`src/rtl/traffic_pkg.sv`:
```
// Shared types and lamp encodings for the intersection phase scheduler.
package traffic_pkg;

   typedef enum logic [2:0] {
      NS_GREEN     = 3'd0,
      NS_YELLOW    = 3'd1,
      ALLRED_TO_EW = 3'd2,
      EW_GREEN     = 3'd3,
      EW_YELLOW    = 3'd4,
      ALLRED_TO_NS = 3'd5
   } phase_t;

   localparam logic [2:0] LIGHT_R = 3'b100;
   localparam logic [2:0] LIGHT_Y = 3'b010;
   localparam logic [2:0] LIGHT_G = 3'b001;

endpackage

```
`src/rtl/intersection_phase_scheduler_if.sv`:
```
// Sensor/button inputs and signal-head/countdown outputs of the scheduler.
interface intersection_phase_scheduler_if;

   logic       car_ns;
   logic       car_ew;
   logic       ped_ns_btn;
   logic       ped_ew_btn;
   logic [2:0] ns_light;
   logic [2:0] ew_light;
   logic       ped_ns_walk;
   logic       ped_ew_walk;
   logic [2:0] phase;
   logic [5:0] time_left;
   logic       sec_tick;

   modport master (
      output car_ns, car_ew, ped_ns_btn, ped_ew_btn,
      input  ns_light, ew_light, ped_ns_walk, ped_ew_walk, phase, time_left, sec_tick
   );

   modport slave (
      input  car_ns, car_ew, ped_ns_btn, ped_ew_btn,
      output ns_light, ew_light, ped_ns_walk, ped_ew_walk, phase, time_left, sec_tick
   );

endinterface

```
`src/rtl/sec_tick_gen.sv`:
```
// Free-running prescaler producing a one-cycle pulse every CLK_FREQ cycles.
module sec_tick_gen #(
   parameter int unsigned CLK_FREQ = 50_000_000
) (
   input  logic clk,
   input  logic rst,
   output logic sec_tick
);

   localparam int unsigned CntW = (CLK_FREQ > 1) ? $clog2(CLK_FREQ) : 1;
   localparam logic [CntW-1:0] CntMax = CntW'(CLK_FREQ - 1);

   logic [CntW-1:0] count_q, count_d;

   always_comb begin
      count_d  = (count_q == CntMax) ? '0 : count_q + CntW'(1);
      sec_tick = (count_q == CntMax);
   end

   always_ff @(posedge clk or posedge rst) begin
      if (rst) begin
         count_q <= '0;
      end else begin
         count_q <= count_d;
      end
   end

endmodule

```
`src/rtl/intersection_phase_scheduler.sv`:
```
// Actuated two-road phase sequencer with pedestrian latches and a seconds countdown.
module intersection_phase_scheduler #(
   parameter int unsigned CLK_FREQ    = 50_000_000,
   parameter int unsigned GREEN_MIN   = 10,
   parameter int unsigned GREEN_MAX   = 30,
   parameter int unsigned YELLOW_TIME = 3,
   parameter int unsigned ALLRED_TIME = 2,
   parameter int unsigned PED_TIME    = 8
) (
   input logic                          clk,
   input logic                          rst,
   intersection_phase_scheduler_if.slave bus
);
   import traffic_pkg::*;

   localparam logic [6:0] GMin7  = 7'(GREEN_MIN);
   localparam logic [6:0] GMax7  = 7'(GREEN_MAX);
   localparam logic [6:0] PTime7 = 7'(PED_TIME);
   localparam logic [5:0] GMax6  = 6'(GREEN_MAX);
   localparam logic [5:0] YTime6 = 6'(YELLOW_TIME);
   localparam logic [5:0] ATime6 = 6'(ALLRED_TIME);

   logic       tick;
   phase_t     phase_q, phase_d;
   logic [5:0] elapsed_q, elapsed_d;
   logic [5:0] down_q, down_d;
   logic       ped_ns_req_q, ped_ns_req_d;
   logic       ped_ew_req_q, ped_ew_req_d;
   logic       walk_ns_q, walk_ns_d;
   logic       walk_ew_q, walk_ew_d;

   logic [6:0] el_p1;
   logic [5:0] el_sat;
   logic       opp_demand;
   logic       own_car;
   logic       green_exit;
   logic       down_last;
   logic [5:0] green_left;

   sec_tick_gen #(
      .CLK_FREQ(CLK_FREQ)
   ) u_sec_tick_gen (
      .clk     (clk),
      .rst     (rst),
      .sec_tick(tick)
   );

   always_comb begin
      el_p1      = {1'b0, elapsed_q} + 7'd1;
      el_sat     = (elapsed_q == 6'd63) ? 6'd63 : elapsed_q + 6'd1;
      opp_demand = (phase_q == NS_GREEN) ? (bus.car_ew | ped_ew_req_q)
                                         : (bus.car_ns | ped_ns_req_q);
      own_car    = (phase_q == NS_GREEN) ? bus.car_ns : bus.car_ew;
      green_exit = tick && opp_demand && (el_p1 >= GMin7) && (!own_car || (el_p1 >= GMax7));
      down_last  = (down_q == 6'd1);
      green_left = (elapsed_q >= GMax6) ? 6'd0 : GMax6 - elapsed_q;
   end

   always_comb begin
      phase_d      = phase_q;
      elapsed_d    = elapsed_q;
      down_d       = down_q;
      walk_ns_d    = walk_ns_q;
      walk_ew_d    = walk_ew_q;
      // Presses during the approach's own walk interval are dropped.
      ped_ns_req_d = ped_ns_req_q | (bus.ped_ns_btn & ~walk_ns_q);
      ped_ew_req_d = ped_ew_req_q | (bus.ped_ew_btn & ~walk_ew_q);

      unique case (phase_q)
         NS_GREEN: begin
            if (tick) begin
               elapsed_d = el_sat;
               if (el_p1 == PTime7) walk_ns_d = 1'b0;
               if (green_exit) begin
                  phase_d   = NS_YELLOW;
                  down_d    = YTime6;
                  elapsed_d = '0;
                  walk_ns_d = 1'b0;
               end
            end
         end
         EW_GREEN: begin
            if (tick) begin
               elapsed_d = el_sat;
               if (el_p1 == PTime7) walk_ew_d = 1'b0;
               if (green_exit) begin
                  phase_d   = EW_YELLOW;
                  down_d    = YTime6;
                  elapsed_d = '0;
                  walk_ew_d = 1'b0;
               end
            end
         end
         NS_YELLOW, EW_YELLOW: begin
            if (tick) begin
               if (down_last) begin
                  phase_d = (phase_q == NS_YELLOW) ? ALLRED_TO_EW : ALLRED_TO_NS;
                  down_d  = ATime6;
               end else begin
                  down_d = down_q - 6'd1;
               end
            end
         end
         ALLRED_TO_EW: begin
            if (tick) begin
               if (down_last) begin
                  phase_d      = EW_GREEN;
                  down_d       = '0;
                  elapsed_d    = '0;
                  walk_ew_d    = ped_ew_req_q;
                  // A press landing on the entry edge survives for the next round.
                  ped_ew_req_d = bus.ped_ew_btn;
               end else begin
                  down_d = down_q - 6'd1;
               end
            end
         end
         ALLRED_TO_NS: begin
            if (tick) begin
               if (down_last) begin
                  phase_d      = NS_GREEN;
                  down_d       = '0;
                  elapsed_d    = '0;
                  walk_ns_d    = ped_ns_req_q;
                  ped_ns_req_d = bus.ped_ns_btn;
               end else begin
                  down_d = down_q - 6'd1;
               end
            end
         end
         default: begin
            phase_d   = NS_GREEN;
            elapsed_d = '0;
            down_d    = '0;
            walk_ns_d = 1'b0;
            walk_ew_d = 1'b0;
         end
      endcase
   end

   always_ff @(posedge clk or posedge rst) begin
      if (rst) begin
         phase_q      <= NS_GREEN;
         elapsed_q    <= '0;
         down_q       <= '0;
         ped_ns_req_q <= 1'b0;
         ped_ew_req_q <= 1'b0;
         walk_ns_q    <= 1'b0;
         walk_ew_q    <= 1'b0;
      end else begin
         phase_q      <= phase_d;
         elapsed_q    <= elapsed_d;
         down_q       <= down_d;
         ped_ns_req_q <= ped_ns_req_d;
         ped_ew_req_q <= ped_ew_req_d;
         walk_ns_q    <= walk_ns_d;
         walk_ew_q    <= walk_ew_d;
      end
   end

   always_comb begin
      bus.ns_light  = LIGHT_R;
      bus.ew_light  = LIGHT_R;
      bus.time_left = down_q;
      unique case (phase_q)
         NS_GREEN: begin
            bus.ns_light  = LIGHT_G;
            bus.time_left = green_left;
         end
         EW_GREEN: begin
            bus.ew_light  = LIGHT_G;
            bus.time_left = green_left;
         end
         NS_YELLOW:    bus.ns_light = LIGHT_Y;
         EW_YELLOW:    bus.ew_light = LIGHT_Y;
         ALLRED_TO_EW: bus.ns_light = LIGHT_R;
         ALLRED_TO_NS: bus.ew_light = LIGHT_R;
         default:      bus.ns_light = LIGHT_R;
      endcase
      bus.phase       = phase_q;
      bus.ped_ns_walk = walk_ns_q;
      bus.ped_ew_walk = walk_ew_q;
      bus.sec_tick    = tick;
   end

endmodule

```
`src/flat_wrapper.sv`:
```
// flat-port wrapper written by rule: the top's interface ports become plain ports
module intersection_phase_scheduler_flat import traffic_pkg::*;
#(
   parameter int unsigned CLK_FREQ    = 50_000_000,
   parameter int unsigned GREEN_MIN   = 10,
   parameter int unsigned GREEN_MAX   = 30,
   parameter int unsigned YELLOW_TIME = 3,
   parameter int unsigned ALLRED_TIME = 2,
   parameter int unsigned PED_TIME    = 8
)
  (clk, rst, bus_car_ns, bus_car_ew, bus_ped_ns_btn, bus_ped_ew_btn, bus_ns_light, bus_ew_light, bus_ped_ns_walk, bus_ped_ew_walk, bus_phase, bus_time_left, bus_sec_tick);
  intersection_phase_scheduler_if bus_i ();
  input logic clk;
  input logic rst;
  input wire logic [$bits(bus_i.car_ns)-1:0] bus_car_ns;
  input wire logic [$bits(bus_i.car_ew)-1:0] bus_car_ew;
  input wire logic [$bits(bus_i.ped_ns_btn)-1:0] bus_ped_ns_btn;
  input wire logic [$bits(bus_i.ped_ew_btn)-1:0] bus_ped_ew_btn;
  output wire logic [$bits(bus_i.ns_light)-1:0] bus_ns_light;
  output wire logic [$bits(bus_i.ew_light)-1:0] bus_ew_light;
  output wire logic [$bits(bus_i.ped_ns_walk)-1:0] bus_ped_ns_walk;
  output wire logic [$bits(bus_i.ped_ew_walk)-1:0] bus_ped_ew_walk;
  output wire logic [$bits(bus_i.phase)-1:0] bus_phase;
  output wire logic [$bits(bus_i.time_left)-1:0] bus_time_left;
  output wire logic [$bits(bus_i.sec_tick)-1:0] bus_sec_tick;
  assign bus_i.car_ns = bus_car_ns;
  assign bus_i.car_ew = bus_car_ew;
  assign bus_i.ped_ns_btn = bus_ped_ns_btn;
  assign bus_i.ped_ew_btn = bus_ped_ew_btn;
  assign bus_ns_light = bus_i.ns_light;
  assign bus_ew_light = bus_i.ew_light;
  assign bus_ped_ns_walk = bus_i.ped_ns_walk;
  assign bus_ped_ew_walk = bus_i.ped_ew_walk;
  assign bus_phase = bus_i.phase;
  assign bus_time_left = bus_i.time_left;
  assign bus_sec_tick = bus_i.sec_tick;
  intersection_phase_scheduler #(.CLK_FREQ(CLK_FREQ), .GREEN_MIN(GREEN_MIN), .GREEN_MAX(GREEN_MAX), .YELLOW_TIME(YELLOW_TIME), .ALLRED_TIME(ALLRED_TIME), .PED_TIME(PED_TIME)) u_core (.clk(clk), .rst(rst), .bus(bus_i));
endmodule
```
`config.mk`:
```
export PLATFORM = sky130hd
export DESIGN_NAME = intersection_phase_scheduler_flat
export DESIGN_NICKNAME = d
export VERILOG_FILES = /design/src/rtl/traffic_pkg.sv /design/src/rtl/intersection_phase_scheduler_if.sv /design/src/rtl/sec_tick_gen.sv /design/src/rtl/intersection_phase_scheduler.sv /design/src/flat_wrapper.sv
export SDC_FILE = /design/constraint.sdc
export NUM_CORES = 1
export LEC_CHECK = 0
export BUFFER_PORTS_ARGS = -buffer_cell sky130_fd_sc_hd__buf_4
export CAP_MARGIN = 15
export CORE_MARGIN = 10
export CORE_UTILIZATION = 35
export CTS_CLUSTER_SIZE = 25
export DETAILED_ROUTE_END_ITERATION = 6
export GPL_TIMING_DRIVEN = 0
export HOLD_SLACK_MARGIN = 0.12
export PLACE_DENSITY = 0.59
export SLEW_MARGIN = 10
export SYNTH_ARGS = -nofsm -noshare
export SYNTH_HDL_FRONTEND = slang
export SYNTH_SLANG_ARGS = --single-unit
export TNS_END_PERCENT = 20
```
`constraint.sdc`:
```
create_clock -name clk -period 2.2 [get_ports clk]
set_input_delay 0.33 -clock clk [delete_from_list [all_inputs] [get_ports clk]]
set_output_delay 0.33 -clock clk [all_outputs]
set_load 0.02 [all_outputs]
```
==> reports/summary.txt <==
DRT Wirelength - 6.68 mm
Post-synth EDFFs - 0
Tightest Pin Transition - 0.534 ns
Setup violations, final - 13
Slew HR - 64.1%
DRC violations left - 0
Pleak - 0.00150 uW
DIE AREA - 11700 sq um
Max Clock Freq - 432 MHz
final worst path period need - 2.31 ns
Hold Fails Final Rpt - 0
Final Max Slew Viols - 0
FF+latch count, synth - 45
Worst VDD drop - 0.201 mV
cell area after synthesis - 2710 sq um
die width - 108 microns
htree depth - 2
Seq/Total Area, Yosys - 41.5%
clock transition at the registers of the reported paths - 0.09 ns
synthesis-to-finish area growth - 29.1%
Initial Util - 35.5%
Worst Hold Class - input port to register
clock sink count - 45
via count - 2346
Longest Clk Path Bufs - 2
CP Launch Type - register
IO Count - 24
Die Y - 108 microns
Syn Area/Cell - 9.07 sq um
total grt overflow - 0
n_diodes - 0
Setup Skew - 0.0107 ns
power per cell area - 394 nW/um^2
initial antenna violation count - 0
GRT Total Usage - 11.2%
layout cell share with drive strength beyond 1 - 28.6%
IO buf count - 23
violations in the final reports - negative setup slack
nets - 363
reg2reg start - u_core.bus.phase[1]
Final Util - 45.8%
largest net degree at the start of global routing - 29
worst-path fanout max - 6
Skew-Pair Late Insertion Delay - 0.30 ns
hold slack - 0.249 ns
Crit. Startpoint - u_core.bus.phase[1]
Root Buffer - clkbuf_8
First-pass DRT Iterations - 4
post-route ant nets - 0
Gate Count Post-Synth - 299
final worst setup slack - -0.113 ns
Syn. warnings - 0
Yosys cell types - 54
RSZ-0062 raised after global routing - true
share of synthesized registers carrying an async set or reset - 100%
Place WS - -0.398 ns
critical path capture point type - register
Main synth FF type - dfrtp_1
Post-Place Cell Area - 3050 sq um
Crit Path Category - register to register
Design Area, Final - 3500 sq um
dpl hpwl - 4.67 mm
Worst Hold Launch - bus_ped_ns_btn
Via density - 5.19
Placer Congestion - 0.815
total CTS buffers - 5
first-pass GRT wire length - 11.0 mm
Critical Path RT - 2.39 ns
Post-Syn Nets - 312
CTS tree - done
Avg WL per Cell - 14.8 microns
max-cap violation count - 0
status - finished, violations left
vias in the first global route - 2243
Std-Cell Rows - 32
Final Cycle Share - 105%
Arr. time, crit path - 2.50 ns
Initial DRC Count - 156
Core ar. - 7650 sq um
==> registers in the layout, indices dropped and copies added, names as in the netlist <==
name / count
u_core.u_sec_tick_gen.count_q: 26
u_core.down_q: 6
u_core.elapsed_q: 6
u_core.bus.phase: 3
u_core.bus.ped_ew_walk: 1
u_core.bus.ped_ns_walk: 1
u_core.ped_ew_req_q: 1
u_core.ped_ns_req_q: 1
==> cell usage after synthesis, types with 5 or more instances <==
library cell	number	share of area, %
nand2_1	27	3.7
o21ai_0	10	1.8
inv_1	17	2.4
dfrtp_1	45	42
o22ai_1	6	1.4
nand4_1	11	2.5
xnor2_1	13	4.2
nor2_1	36	5.0
nand3_1	23	4.2
ha_1	7	3.2
xor2_1	15	4.8
buf_2	5	0.92
a21oi_1	8	1.5
a31oi_1	5	1.2
nor3_1	7	1.3
==> layer usage <==
layer / vias up / wire length [microns] / track usage [%]
met3: 8 / 309 / 2.38
met4: 0 / 89 / 3.44
met2: 61 / 3000 / 16.7
met5: - / 0 / 0
li1: 1165 / - / -
met1: 1112 / 3270 / 15.9
==> cell families (layout without fill, tap and decap cells) <==
kind of cell / count (synthesis) / count (layout) / synth area share [%]
compound gates: 54 / 54 / 14.4
xor+xnor: 28 / 28 / 9.04
fa+ha+maj: 7 / 7 / 3.23
buf+inv: 29 / 80 / 4.98
flops: 45 / 45 / 41.5
mux: 4 / 4 / 1.71
simple gates: 132 / 132 / 25.1
==> per-stage QoR <==
stage	TNS [ns]	total power, uW	cells
3_3_place_gp	-4.02	871	424
5_1_grt	-2.06	1430	452
4_1_cts	-0.792	1400	453
2_1_floorplan	-0.254	857	299
3_5_place_dp	-4.58	876	425
6_report	-0.459	1380	452
==> cells in the final DEF, fill, tap and decap left out, drive strengths merged, types with 11 or more instances in the layout <==
cell / Yosys / routed
buf: 7 / 50
o21ai: 13 / 13
xor2: 15 / 15
dfrtp: 45 / 45
nand3: 23 / 23
nand4: 11 / 11
nor2: 36 / 36
nand2: 28 / 28
inv: 17 / 17
xnor2: 13 / 13
==> power breakdown <==
part | internal (uW) | switching, uW | leakage (uW) | total (uW)
sequential | 826 | 0.000000000000335 | 0.000601 | 826
clock | 220 | 300 | 0.0000402 | 520
combinational | 11.6 | 21.6 | 0.000856 | 33.2
==> worst max-delay path: stages (launching register included) <==
cell and delay (ns):
dfrtp_1 0.40, buf_6 0.13, or3_4 0.37, clkinv_4 0.10, buf_12 0.11, mux2i_1 0.17, a41o_1 0.23, o211ai_4 0.12
a21oi_4 0.26, mux2_4 0.32
==> timing repair <==
item / in CTS / in global routing
endpoints found under the hold margin: 17 / 0
pin swaps: 14 / 6
buffers inserted: 21 / 0
setup endpoints to repair: 36 / 27
resized for setup: 31 / 20
hold buffers: 1 / 0
==> path summary, 6_finish.rpt <==
path                                                      to  slack, ns  cells after the start
min reg2reg                 u_core.u_sec_tick_gen.count_q[4]       0.49                      1
min                                      u_core.ped_ns_req_q       0.25                      2
max reg2reg                                 u_core.down_q[0]      -0.11                      9
max                                         u_core.down_q[0]      -0.11                      9
max in group asynchronous                u_core.elapsed_q[0]       1.12                      4
min in group asynchronous  u_core.u_sec_tick_gen.count_q[21]       0.58                      3
==> area by class of cell <==
cell class              count  area [sq um]
plain buffers               9          77.6
clock buffers               5          68.8
clock inverters             2          16.3
fillers                   730          4150
inverters                  18          75.1
multi-input cells         225          1620
flip-flops and latches     45          1130
well taps                 102           128
repair buffers             46           392
Power figures use the tool's default switching activity.
